### config.mk
export PLATFORM = sky130hd
export DESIGN_NAME = seg7_result_decoder
export DESIGN_NICKNAME = d
export VERILOG_FILES = /design/src/rtl/seg7_result_decoder.sv
export SDC_FILE = /design/constraint.sdc
export NUM_CORES = 1
export LEC_CHECK = 0
export CORE_ASPECT_RATIO = 1.75
export CORE_UTILIZATION = 43
export CTS_CLUSTER_SIZE = 30
export DETAILED_ROUTE_END_ITERATION = 6
export RECOVER_POWER = 25
export SYNTH_ARGS = -nofsm -noshare
export SYNTH_HDL_FRONTEND = slang
export SYNTH_SLANG_ARGS = --single-unit
### constraint.sdc
create_clock -name clk -period 4.6 [get_ports clk]
set_input_delay 0.69 -clock clk [delete_from_list [all_inputs] [get_ports clk]]
set_output_delay 0.69 -clock clk [all_outputs]
set_load 0.02 [all_outputs]
### src/rtl/seg7_result_decoder.sv
// seg7_result_decoder: turns the ALU's four-digit seven-segment result display
// (HEX3 = sign, HEX2..HEX0 = hundreds/tens/units) back into a signed 9-bit
// integer and delivers it over a valid/ready handshake.
// Optional build macro SEG7_LEADING_BLANK_EN: accept blank leading digits
// (HEX2, and HEX1 when HEX2 is also blank) as zero. Undefined: blanks are illegal.
module seg7_result_decoder #(
  parameter int STABLE_CYCLES = 4
) (
  input  logic       clk,
  input  logic       rst_n,
  input  logic [6:0] HEX0,
  input  logic [6:0] HEX1,
  input  logic [6:0] HEX2,
  input  logic [6:0] HEX3,
  output logic [8:0] res_value,
  output logic       res_err,
  output logic       res_valid,
  input  logic       res_ready
);

`ifdef SEG7_LEADING_BLANK_EN
  localparam bit LEAD_BLANK = 1'b1;
`else
  localparam bit LEAD_BLANK = 1'b0;
`endif

  localparam logic [7:0] SC = 8'(STABLE_CYCLES);

  typedef enum logic [2:0] {IDLE, STABLE, CONV, SIGN, HOLD} state_t;

  // Returns {illegal, digit}; illegal glyphs decode as digit 0.
  function automatic logic [4:0] dec_glyph(input logic [6:0] g);
    case (g)
      7'h7E:   dec_glyph = {1'b0, 4'd0};
      7'h30:   dec_glyph = {1'b0, 4'd1};
      7'h6D:   dec_glyph = {1'b0, 4'd2};
      7'h79:   dec_glyph = {1'b0, 4'd3};
      7'h33:   dec_glyph = {1'b0, 4'd4};
      7'h5B:   dec_glyph = {1'b0, 4'd5};
      7'h5F:   dec_glyph = {1'b0, 4'd6};
      7'h70:   dec_glyph = {1'b0, 4'd7};
      7'h7F:   dec_glyph = {1'b0, 4'd8};
      7'h7B:   dec_glyph = {1'b0, 4'd9};
      default: dec_glyph = {1'b1, 4'd0};
    endcase
  endfunction

  state_t      state, state_n;
  logic [7:0]  cnt, cnt_n;
  logic [27:0] snap, prev, work, work_n, last, last_n;
  logic        last_vld, last_vld_n;
  logic [9:0]  acc, acc_n;
  logic        err, err_n;
  logic [1:0]  idx, idx_n;
  logic [8:0]  val_n;
  logic        rerr_n, rvld_n;
  logic [6:0]  g;
  logic [4:0]  d;
  logic        blank_ok, ovf;
  logic [7:0]  mag;

  // State and datapath registers; the snap/prev pair gives the registered
  // sample and the one before it for the stability comparison.
  always_ff @(posedge clk) begin
    if (!rst_n) begin
      state     <= IDLE;
      cnt       <= 8'd0;
      snap      <= 28'd0;
      prev      <= 28'd0;
      work      <= 28'd0;
      last      <= 28'd0;
      last_vld  <= 1'b0;
      acc       <= 10'd0;
      err       <= 1'b0;
      idx       <= 2'd0;
      res_value <= 9'd0;
      res_err   <= 1'b0;
      res_valid <= 1'b0;
    end else begin
      state     <= state_n;
      cnt       <= cnt_n;
      snap      <= {HEX3, HEX2, HEX1, HEX0};
      prev      <= snap;
      work      <= work_n;
      last      <= last_n;
      last_vld  <= last_vld_n;
      acc       <= acc_n;
      err       <= err_n;
      idx       <= idx_n;
      res_value <= val_n;
      res_err   <= rerr_n;
      res_valid <= rvld_n;
    end
  end

  // Next-state and datapath: stability counting, BCD accumulation, sign/range.
  always_comb begin
    state_n    = state;
    cnt_n      = cnt;
    work_n     = work;
    last_n     = last;
    last_vld_n = last_vld;
    acc_n      = acc;
    err_n      = err;
    idx_n      = idx;
    val_n      = res_value;
    rerr_n     = res_err;
    rvld_n     = res_valid;
    g          = 7'd0;
    d          = 5'd0;
    blank_ok   = 1'b0;
    ovf        = 1'b0;
    mag        = 8'd0;
    case (state)
      IDLE: begin
        state_n = STABLE;
        cnt_n   = 8'd1;
      end
      STABLE: begin
        if (snap == prev) cnt_n = (cnt >= SC) ? SC : cnt + 8'd1;
        else              cnt_n = 8'd1;
        // A stable pattern equal to the last delivered one stays parked here.
        if (cnt_n == SC && !(last_vld && snap == last)) begin
          work_n  = snap;
          acc_n   = 10'd0;
          err_n   = 1'b0;
          idx_n   = 2'd0;
          state_n = CONV;
        end
      end
      CONV: begin
        case (idx)
          2'd0: begin
            g        = work[20:14];
            blank_ok = LEAD_BLANK && (g == 7'd0);
          end
          2'd1: begin
            g        = work[13:7];
            blank_ok = LEAD_BLANK && (work[20:14] == 7'd0) && (g == 7'd0);
          end
          default: g = work[6:0];
        endcase
        d     = dec_glyph(g);
        acc_n = acc * 10'd10 + {6'd0, d[3:0]};
        if (d[4] && !blank_ok) err_n = 1'b1;
        if (idx == 2'd0 && work[27:21] != 7'h00 && work[27:21] != 7'h01) err_n = 1'b1;
        if (idx == 2'd2) state_n = SIGN;
        else             idx_n   = idx + 2'd1;
      end
      SIGN: begin
        ovf = (acc > 10'd255);
        mag = acc[7:0];
        if (err || ovf) begin
          val_n  = 9'd0;
          rerr_n = 1'b1;
        end else begin
          val_n  = work[21] ? 9'd0 - {1'b0, mag} : {1'b0, mag};
          rerr_n = 1'b0;
        end
        rvld_n  = 1'b1;
        state_n = HOLD;
      end
      HOLD: begin
        if (res_ready) begin
          rvld_n     = 1'b0;
          last_n     = work;
          last_vld_n = 1'b1;
          cnt_n      = 8'd1;
          state_n    = STABLE;
        end
      end
      default: state_n = IDLE;
    endcase
  end

endmodule
# --- Yosys cells after proc, flatten, opt, wreduce, memory -nomap -nowiden ---
# Cells that the tools add are included.
word_totals:
  ff_bits: 148
  latch_bits: 0
  ramBits: 0
  romBits: 0
  wordCells: 95
  memories: 0
classes:
  addsub: 4
  multipliers: 1
  div_mod_pow: 0
  n_lt_le_gt_ge: 2
  n_eq_ne: 25
  shifts: 0
  mux: 28
  bitwise: 0
  reduce_logical: 22
ops:
  columns: ["op", "count"]
  rows:
  - ["$eq A28 B28 Y1", 2]
  - ["$eq A7 B7 Y1 const B", 8]
  - ["$pmux W5 S10", 1]
  - ["$mux W8", 4]
  - ["$pmux W8 S3", 1]
  - ["$pmux W10 S2", 1]
  - ["$mux W9", 2]
  - ["$pmux W3 S5", 1]
  - ["$eq A7 B6 Y1 const B", 2]
  - ["$pmux W7 S2", 1]
  - ["$add A10 B4 Y10", 1]
  - ["$gt A10 B8 Y1 const B", 1]
  - ["$mul A10 B3 Y9 const B", 1]
  - ["$mux W10", 1]
  - ["$reduce_and A2 Y1", 5]
  - ["$mux W3", 3]
  - ["$reduce_and A3 Y1", 3]
  - ["$sub A1 B8 Y9 const A", 1]
  - ["$add A8 B1 Y8 const B", 1]
  - ["$eq A8 B3 Y1 const B", 1]
  - ["$ge A8 B3 Y1 const B", 1]
  - ["$ne A2 B2 Y1 const B", 4]
  - ["$mux W7", 1]
  - ["$ne A7 B1 Y1 const B", 1]
  - ["other kinds (20)", 34]

# --- Depth between registers and ports, before layout ---
# Gate-level depths: netlist (run 1).
depth:
  ltp_word: 10
  depth_mapped: 16

# --- Least setup slack after synthesis (run 1) ---
# Ideal clock, no wire load.
synth_timing:
  path_kind: "flip-flop to flip-flop"
  startpoint: "reg idx[0]"
  endpoint: "reg acc[9]"
  setup_ns: 0.117
  arrival_time_ns: 3.262
  required_ns: 4.483
  path_slack_ns: 1.221
  stages_incl_launch_ff: 17
  synth_period_minus_slack_ns: 3.379
  cell_sequence: "dfxtp_1 inv_1 ha_1 buf_2 nor2_2 a21oi_1 or3_1 a2bb2oi_1 nand2_1 ha_1 fa_1 a21o_1 nand2_1 nor3b_1 and3_1 xnor3_1 a22o_1"
synth_between:
  elab_chain_cells: 8
  word_cells_on_any_way: 18
  cone_classes: "add/sub: 1; eq/ne: 11; mux: 5; reduce/logical: 1"
synth_rtl:
  columns: ["item", "line_no", "source"]
  rows:
  - ["from (decl)", "54", "logic [1:0] idx, idx_n;"]
  - ["from (signal assigned)", "89", "idx <= idx_n;"]
  - ["$eq A2 B1 Y1 or $logic_not A2 Y1 (tied branches)", "132", "case (idx)"]
  - ["$pmux W7 S2 *", "132", null]
  - ["$mux W7 *", "114", "case (state)"]
  - ["$eq A7 B7 Y1 or $eq A7 B6 Y1 (tied branches)", "33", "case (g)"]
  - ["$pmux W5 S10 *", "33", null]
  - ["$mux W5 *", "114", null]
  - ["$add A10 B4 Y10 *", "144", "acc_n = acc * 10'd10 + {6'd0, d[3:0]};"]
  - ["$pmux W10 S2 *", "114", null]
  - ["to (signal assigned)", "87", "acc <= acc_n;"]
  - ["to (decl)", "52", "logic [9:0] acc, acc_n;"]
# Mark *: on every way between the ends. The rest lies on a longest branch, timed or not. The select of a mux whose other input is x is not followed.
# A chain may end at the register's enable or synchronous reset.

==> flow_summary.json, run 1 <==
{
  "grt_overflow_total": 0,
  "cts_hold_buf": 0,
  "drv_slew": 93,
  "clock_power_share_pct": 47.8,
  "startpoint_type": "input port",
  "cts_buffer_depth": 2,
  "finalSetupViolations": 0,
  "synth.distinct_cells": 55,
  "cts_tree": "yes",
  "numCtsBuffers": 17,
  "pwr-share-seq_pct": 48.1,
  "final_area_um2": 7410,
  "async_reset_ff_share_pct": 0,
  "nets": 775,
  "violations": "capacitance limit, slew limit",
  "gp_congestion": 0.874,
  "cellPowerDensity_nw_per_um2": 373,
  "slew_headroom_pct": -136,
  "r2r_setup_slack_ns": 0.83,
  "drcViolationCount": 0,
  "viasPerCell": 5.13,
  "combPwrFrac_pct": 4.1,
  "r2r_cells": 15,
  "worstHoldPathType": "register to register",
  "synth_edf_count": 0,
  "start_util_pct": 44.1,
  "worstReg2RegEnd": "acc[9]$_SDFFE_PN0P_",
  "synth-seq-cells": 148,
  "maxCapViolCount": 1,
  "path_depth": 4,
  "grtUsageTotal_pct": 20.4,
  "synth_top_cells_by_area": "dfxtp_1 47%, xor2_1 6.5%, nand2_1 6.3%, ha_1 3.9%, xnor2_1 3.7%",
  "p_int_w": 0.00208,
  "antenna_left": 0,
  "crit_path_end": "work[25]$_SDFFE_PN0P_",
  "syn_avg_cell_area_um2": 9.12,
  "cp.buffers_inverters": 2,
  "fill_cells": 1342,
  "antenna_found_initial": 0,
  "syn_inst": 695,
  "hold_viol": 0,
  "rows": 58,
  "r2r_start": "idx[0]$_SDFFE_PN0P_",
  "synth-seq-area-share_pct": 46.8,
  "dpl_cell_area_um2": 6850,
  "grt_max_degree": 93,
  "crit_arrival_ns": 4.21,
  "path_cells": "clkbuf_1 > buf_4 > nand2_1 > o21ai_1",
  "cp_max_fo": 92,
  "postLayoutCoreUtil_pct": 51.6,
  "place_inst": 883,
  "status": "finished, violations left",
  "grt_pass1_vias": 4633,
  "swShare_pct": 24.7,
  "design.core.area_um2": 14400,
  "ys.flop_type": "dfxtp_1",
  "fin_cells": 915,
  "peakVddDrop_mv": 0.231,
  "n_antenna_cell": 0,
  "die_w_um": 93.8,
  "endpoint_kind": "register",
  "multi_input_area_um2": 3080,
  "critPathKind": "input port to register",
  "avgRoutedWirePerCell_um": 15.9,
  "ctsResizeCount": 0,
  "cts_setup_buffers": 0,
  "post-route-min-period_ns": 3.86,
  "clkTransAtPathRegs_ns": 0.06,
  "startpoint": "rst_n",
  "critPathTopFamily": "buffers and inverters",
  "regArea_um2": 2960,
  "required_ns": 4.95,
  "first_iter_violations": 152,
  "yosys.area.top_type": "dfxtp_1",
  "die_y_um": 163,
  "netlist_area_um2": 6340,
  "finalSetupTns_ns": 0,
  "root_buffer": "clkbuf_16",
  "yosysMostFrequentCell": "dfxtp_1",
  "area_delta_synth_final_pct": 16.9,
  "drive_above_1_share_pct": 5.58,
  "slowest_delay_ns": 2.43,
  "tightest_slew_ns": 3.54,
  "dieArea_um2": 15200,
  "grt_pass1_wl_mm": 23.3,
  "rsz0062_at_grt": "no",
  "min_period_over_period_pct": 83.9,
  "yosys.area.top_type_share_pct": 46.8,
  "fin_ws_ns": 0.741,
  "cp_slowest_cell": "clkbuf_1",
  "post-dp-hpwl_mm": 10.5,
  "cts.sinks": 148,
  "routed_wl_mm": 14.5,
  "clk_latency_ns": 0.43,
  "port_buffers": 41,
  "pre_cts_slack_ns": 0.886,
  "htreeDepth": 4,
  "vias": 4696,
  "synthTopCellsByCount": "148 x dfxtp_1, 106 x nand2_1, 47 x xor2_1, 40 x inv_1, 36 x nand3_1",
  "yosys_warnings": 0,
  "power.switching_w": 0.000682,
  "skew_ns": 0.0106,
  "io_pins": 42,
  "syn-num-nets": 748,
  "fmax_mhz": 259,
  "first_pass_iters": 4,
  "leakage_nw": 3.20
}
layer usage:
metal | GRT usage (%) | vias to the layer above | wire length, µm
met5 | 0 | - | 0
met4 | 12.5 | 0 | 657
met3 | 3.69 | 30 | 284
met2 | 36.8 | 78 | 7820
met1 | 21.5 | 2190 | 5790
li1 | - | 2398 | -
sequential cells by signal, indices dropped and copies added (netlist names):
signal	cells
last	28
prev	28
snap	28
work	28
acc	10
res_value	9
cnt	8
state	3
idx	2
err	1
last_vld	1
res_err	1
res_valid	1
through the flow:
step                power (W)  hold WS, ns
global placement      0.00147        0.443
detailed placement    0.00147        0.457
floorplan             0.00142        0.441
global route          0.00286        0.493
finish                0.00276        0.458
CTS                   0.00279        0.467
cell usage in the layout (no fill, tap or decap), drive strengths merged, types with 11 or more instances in the layout:
cell / count
dfxtp: 148
nand2: 106
inv: 50
xor2: 47
clkdlybuf4s50: 40
nand3: 36
o21ai: 36
a21boi: 31
and2: 31
xnor2: 27
ha: 20
clkbuf: 18
a22o: 16
a21oi: 14
nor4: 13
nor2: 11
worst min path at each step:
stage | slack [ns] | cells after the start | end | start
3_3_place_gp | 0.44 | 2 | res_value[8]$_SDFFE_PN0P_ | res_value[8]$_SDFFE_PN0P_
6_report | 0.46 | 2 | res_value[8]$_SDFFE_PN0P_ | res_value[8]$_SDFFE_PN0P_
2_1_floorplan | 0.44 | 1 | last_vld$_SDFFE_PN0P_ | last_vld$_SDFFE_PN0P_
5_1_grt | 0.49 | 1 | cnt[3]$_SDFFE_PN0P_ | cnt[3]$_SDFFE_PN0P_
4_1_cts | 0.47 | 2 | res_value[8]$_SDFFE_PN0P_ | res_value[8]$_SDFFE_PN0P_
3_5_place_dp | 0.46 | 1 | last_vld$_SDFFE_PN0P_ | last_vld$_SDFFE_PN0P_
cells by family after synthesis:
logic type,after synthesis,synth area share [%]
AND/OR/NAND/NOR,249,19.9
multiplexers,1,0.158
buffers and inverters,76,4.74
AO/OA/AOI/OAI,124,13.3
XOR/XNOR,75,10.6
flip-flops,148,46.8
adder cells (fa/ha/maj),22,4.58
worst reg2reg max path, delay by kind of cell, from the launching register on:
| kind | cells | cell delay [ns] |
|---|---|---|
| DFF | 1 | 0.36 |
| AOI/OAI and AO/OA | 4 | 0.71 |
| buffers and inverters | 1 | 0.09 |
| adders and majority gates | 3 | 0.75 |
| xor gates and xnor gates | 1 | 0.38 |
| and+or+nand+nor | 6 | 1.38 |
power by group through the flow:
stage	Sequential, W	Combinational, W	Clock, W
after global placement	0.00136	0.000113	0
final	0.00133	0.000114	0.00132
after global routing	0.00133	0.000125	0.00141
after CTS	0.00133	0.000114	0.00135
after detailed placement	0.00136	0.000114	0
after floorplan	0.00135	0.0000663	0
layout make-up:
cell class	count	share of cell area, %
sequential	148	40.0
timing repair buffer	44	5.76
multi-input combinational	471	41.6
clock buffer	17	5.74
inverter	40	2.03
tap	180	3.04
clock inverter	15	1.89
(Power assumes the default switching activity.)
==> inputs of run 2 (changes only) <==
==> constraint.sdc (replaced) <==
create_clock -name clk -period 3.2 [get_ports clk]
set_input_delay 0.48 -clock clk [delete_from_list [all_inputs] [get_ports clk]]
set_output_delay 0.48 -clock clk [all_outputs]
set_load 0.02 [all_outputs]
==> flow_summary.json, run 2 (synthesized netlist as in run 1, its figures left out) <==
{
  "grt_max_degree": 60,
  "port_buffers": 41,
  "drv_slew": 99,
  "critPathTopFamily": "simple AND/OR/NAND/NOR gates",
  "clkTransAtPathRegs_ns": 0.06,
  "viasPerCell": 5.22,
  "status": "finished, violations left",
  "cp.buffers_inverters": 1,
  "grtUsageTotal_pct": 20.9,
  "fmax_mhz": 319,
  "dieArea_um2": 15200,
  "fin_ws_ns": 0.0663,
  "cp_max_fo": 8,
  "cts_hold_buf": 0,
  "slew_headroom_pct": -24.3,
  "worstHoldPathType": "register to register",
  "grt_overflow_total": 0,
  "min_period_over_period_pct": 97.9,
  "post-dp-hpwl_mm": 10.7,
  "peakVddDrop_mv": 0.326,
  "maxCapViolCount": 2,
  "cellPowerDensity_nw_per_um2": 511,
  "vias": 4874,
  "cts_tree": "yes",
  "rows": 58,
  "endpoint_kind": "register",
  "crit_arrival_ns": 3.44,
  "final_common_cell": "dfxtp_1",
  "grt_pass1_vias": 4783,
  "wl_met2_mm": 8.13,
  "first_iter_violations": 224,
  "tightest_slew_ns": 1.87,
  "routed_wl_mm": 15.1,
  "n_antenna_cell": 0,
  "startpoint_type": "register",
  "antenna_left": 0,
  "place_inst": 893,
  "dpl_cell_area_um2": 6970,
  "numCtsBuffers": 17,
  "rsz0062_at_grt": "yes",
  "wl_met1_mm": 5.99,
  "slowest_delay_ns": 0.43,
  "fin_cells": 933,
  "root_buffer": "clkbuf_16",
  "drcViolationCount": 0,
  "drive_above_1_share_pct": 10.2,
  "die_y_um": 163,
  "path_cells": "inv_4 > ha_4 > nor2_4 > a21oi_4 > or3_4 > a2bb2oi_4 > nand2_2 > ha_4 > fa_2 > a21o_1 > nand2_2 > nor3b_2 > and3_1 > xnor3_1 > a22o_1",
  "finalSetupTns_ns": 0,
  "nets": 793,
  "design.core.area_um2": 14400,
  "cp_slowest_cell": "or3_4",
  "required_ns": 3.51,
  "start_util_pct": 44.1,
  "antenna_found_initial": 0,
  "highest_layer": "met4",
  "first_pass_iters": 5,
  "pre_cts_slack_ns": -0.101,
  "hold_viol": 0,
  "leakage_nw": 3.30,
  "avgRoutedWirePerCell_um": 16.2,
  "final_cell_mix": "146 x dfxtp_1, 103 x nand2_1, 47 x xor2_1",
  "clk_latency_ns": 0.42,
  "violations": "capacitance limit, slew limit",
  "cts.sinks": 148,
  "htreeDepth": 4,
  "io_pins": 42,
  "area_delta_synth_final_pct": 21.0,
  "cts_buffer_depth": 2,
  "grt_pass1_wl_mm": 24.1,
  "gp_congestion": 0.905,
  "final_area_um2": 7670,
  "post-route-min-period_ns": 3.13,
  "finalSetupViolations": 0,
  "skew_ns": 0.00930,
  "critPathKind": "register to register",
  "dr_wl_met3_um": 374,
  "die_w_um": 93.8
}
run 2: changes by cell type in the layout (fill, tap and decap cells not counted), sizes merged:
| cell | previous run | this run |
|---|---|---|
| clkbuf | 18 | 23 |
| bufinv | 0 | 1 |
| inv | 50 | 43 |
| buf | 3 | 20 |
| clkinv | 3 | 5 |
run 2: repair_timing:
action,in CTS,in global routing
setup endpoints to repair,1,4
pin swaps,2,9
resized for setup,6,14
setup buffers,1,7
run 2: final timing paths:
check	start	to	slack (ns)	cells after the start
setup / recovery	idx[1]$_SDFFE_PN0P_	acc[9]$_SDFFE_PN0P_	0.07	15
hold / removal	res_value[8]$_SDFFE_PN0P_	res_value[8]$_SDFFE_PN0P_	0.46	2
setup reg to reg	idx[1]$_SDFFE_PN0P_	acc[9]$_SDFFE_PN0P_	0.07	15
hold reg to reg	res_value[8]$_SDFFE_PN0P_	res_value[8]$_SDFFE_PN0P_	0.46	2
run 2: stage by stage:
stage	util (%)	hold WS (ns)	total power, W
6_report	53.4	0.458	0.00392
4_1_cts	52.5	0.459	0.00396
3_5_place_dp	48.5	0.450	0.00211
5_1_grt	53.4	0.478	0.00406
3_3_place_gp	48.5	0.443	0.00211
2_1_floorplan	-	0.441	0.00204
run 2: layout make-up:
type                    instances  area, µm²
clock buffers                  21        440
fillers                      1334       6700
repair buffers                 62        559
inverters                      40        153
flip-flops and latches        148       2970
clock inverters                11        104
multi-input cells             471       3220
well taps                     180        225
run 2: layer usage:
layer  GRT usage (%)  up-vias
met5               0        -
met4            11.3        0
met3            3.45       34
met2            38.6       89
met1            22.1     2316
li1                -     2435
run 2: worst reg2reg max path: cells and delay by family, from the launching register on:
family,cells,cell delay [ns]
adder cells (fa/ha/maj),3,0.52
AND/OR/NAND/NOR,6,1.28
AO/OA/AOI/OAI,4,0.61
buffers and inverters,1,0.05
flip-flops,1,0.35
XOR/XNOR,1,0.21
run 2: power breakdown:
part	switching, W	internal (W)	total [W]
combinational	0.0000805	0.0000834	0.000164
sequential	0.0000309	0.00188	0.00191
clock	0.000774	0.00107	0.00185
total	0.000885	0.00303	0.00392
==> edit: new RTL, flow settings as in run 1 <==
Take the reset off `res_value` and load it in a clocked block of its own.
--- a/src/rtl/seg7_result_decoder.sv
+++ b/src/rtl/seg7_result_decoder.sv
@@ -74,5 +74,4 @@
       err       <= 1'b0;
       idx       <= 2'd0;
-      res_value <= 9'd0;
       res_err   <= 1'b0;
       res_valid <= 1'b0;
@@ -88,8 +87,11 @@
       err       <= err_n;
       idx       <= idx_n;
-      res_value <= val_n;
       res_err   <= rerr_n;
       res_valid <= rvld_n;
     end
+  end
+
+  always_ff @(posedge clk) begin
+    res_value <= val_n;
   end
 
Behaviour: differs if rst_n is asserted again (counterexample within 10 cycles, from zero or initial values and one cycle with rst_n low); with rst_n held inactive, the same outputs for 10 cycles.
==> edit against run 1 <==
Non-clock buffer count increased by 2; wire length increased by 8.5%; sequential share of layout area about the same; combinational power about the same; largest power group unchanged; cell area increased by 3.0%; final cell count decreased by 2.7%; critical endpoint is now acc[9]; area after synthesis increased by 3.7%; sequential cell count unchanged; setup slack improved by 0.030 ns; total power increased by 1.3%.
==> edit: results (changes against run 1) <==
Min path
  – Hold Crit Class: register to register

Placed design
  – DPL Wire Length: 10800 um (+2.8%)
  – Routability congestion estimate from global placement: 0.874 (about the same)

Routing
  – Vias per cell: 5.48 (+6.9%)
  – Average wire per cell in the routed design: 17.7 um (+12%)
  – Number of violations reported at the end of detailed-routing iteration 0: 237 (+56%)
  – Pre-Repair DR Iteration Count: 5 (+1)

Logic synthesis
  – Syn nets: 726 (-2.9%)
  – Fraction of synthesized cell area in xor and xnor cells: 10.1% (-0.51 points)
  – Unique cell type count in the Yosys netlist: 59 (+7.3%)
  – Syn. warnings: 0 (unchanged)
  – Synth Area in Compound Gates: 14.7% (+1.4 points)
  – Number of flops mapped to enable cells by yosys: 9 (+9)
  – Most frequent cells after synthesis: sky130_fd_sc_hd__dfxtp_1 (139), sky130_fd_sc_hd__nand2_1 (78), sky130_fd_sc_hd__and2_1 (57)
  – Mux contribution to synthesized area: 0.152% (-0.0057 points)
  – Top cells by area, synth: sky130_fd_sc_hd__dfxtp_1 (42%), sky130_fd_sc_hd__and2_1 (5.4%), sky130_fd_sc_hd__xnor2_1 (4.9%)
  – Portion of the post-synthesis area used by sequential elements: 46.4% (-0.31 points)

Setup path
  – CP arrival: 4.18 ns (-0.03 ns)
  – Crit path largest cell delay: 0.38 ns (-2.05 ns)
  – Critical-path top delay cell: sky130_fd_sc_hd__dfxtp_1
  – Crit Path Max Fanout: 9 (-90%)

Global route
  – Global-route total usage across every layer: 21.5% (+1.1 points)
  – Largest net degree at the start of global routing: 100 (+7.5%)
  – Via count of the first global-routing pass: 4882 (+5.4%)
  – Global-route wire length before repair: 25400 um (+8.9%)

Power and ir drop
  – Maximum ir drop on the vdd rail: 0.251 mV (+8.9%)
  – Switching share of total power: 21.5% (-3.1 points)
  – Leakage power total: 3.23 nW (+1.0%)

Cells and area
  – NumNets Final: 752 (-3.0%)
  – Share of cells above drive strength 1: 9.34% (+3.8 points)
  – Number of fillers in the final layout: 1334 (-0.60%)

Outcome
  – Outcome: finished clean

Timing
  – Final Skew: 0.00897 ns (-0.00160 ns)

Clocking
  – Setup Fix Bufs, Post-CTS: 0 (unchanged)
[edit: worst min-delay path: stages, from the launching register on]
cell and delay (ns):
sky130_fd_sc_hd__dfxtp_1 0.31, sky130_fd_sc_hd__nand2_1 0.05, sky130_fd_sc_hd__a21boi_1 0.05
[edit: path summary, 6_finish.rpt]
check / cells past startpoint / end / slack [ns] / startpoint
setup / recovery: 16 / acc[9] / 0.77 / idx[0]
hold / removal: 2 / cnt[2] / 0.45 / cnt[2]
setup reg to reg: 16 / acc[9] / 0.77 / idx[0]
hold reg to reg: 2 / cnt[2] / 0.45 / cnt[2]
[edit: routing by layer]
metal	global-route usage, %	share of wire, %	vias up
li1	-	-	2378
met1	23.3	40	2347
met2	39.6	54	121
met3	3.80	2.9	35
met4	9.97	3.3	0
met5	0	0	-
[edit: power groups by stage]
stage / logic [W] / clock network [W] / registers, W
floorplan: 0.0000695 / 0 / 0.00136
global placement: 0.000114 / 0 / 0.00137
detailed placement: 0.000116 / 0 / 0.00137
CTS: 0.000116 / 0.00137 / 0.00134
global route: 0.000125 / 0.00142 / 0.00134
finish: 0.000114 / 0.00134 / 0.00134
[edit: cell type report]
class                   count  area share, %
flip-flops and latches    148           40.0
well taps                 183           3.00
inverters                  13          0.639
repair buffers             46           5.84
clock inverters             8           1.36
multi-input cells         473           43.2
clock buffers              19           5.95
[edit: stage by stage]
step	cell area [um^2]	setup slack (ns)	instances	power, W	util [%]
6_report	7630	0.771	890	0.00280	51.2
2_1_floorplan	6570	1.24	673	0.00143	-
3_5_place_dp	7070	0.808	863	0.00148	47.4
3_3_place_gp	7070	1.07	863	0.00148	47.4
4_1_cts	7630	0.779	890	0.00282	51.2
5_1_grt	7630	0.539	890	0.00289	51.2
[edit: logic make-up (layout without fill, tap and decap cells)]
family | after synthesis | count (layout)
AO/OA/AOI/OAI | 121 | 121
XOR/XNOR | 74 | 74
adder cells (fa/ha/maj) | 22 | 22
buffers and inverters | 52 | 86
flip-flops | 148 | 148
multiplexers | 1 | 1
AND/OR/NAND/NOR | 255 | 255
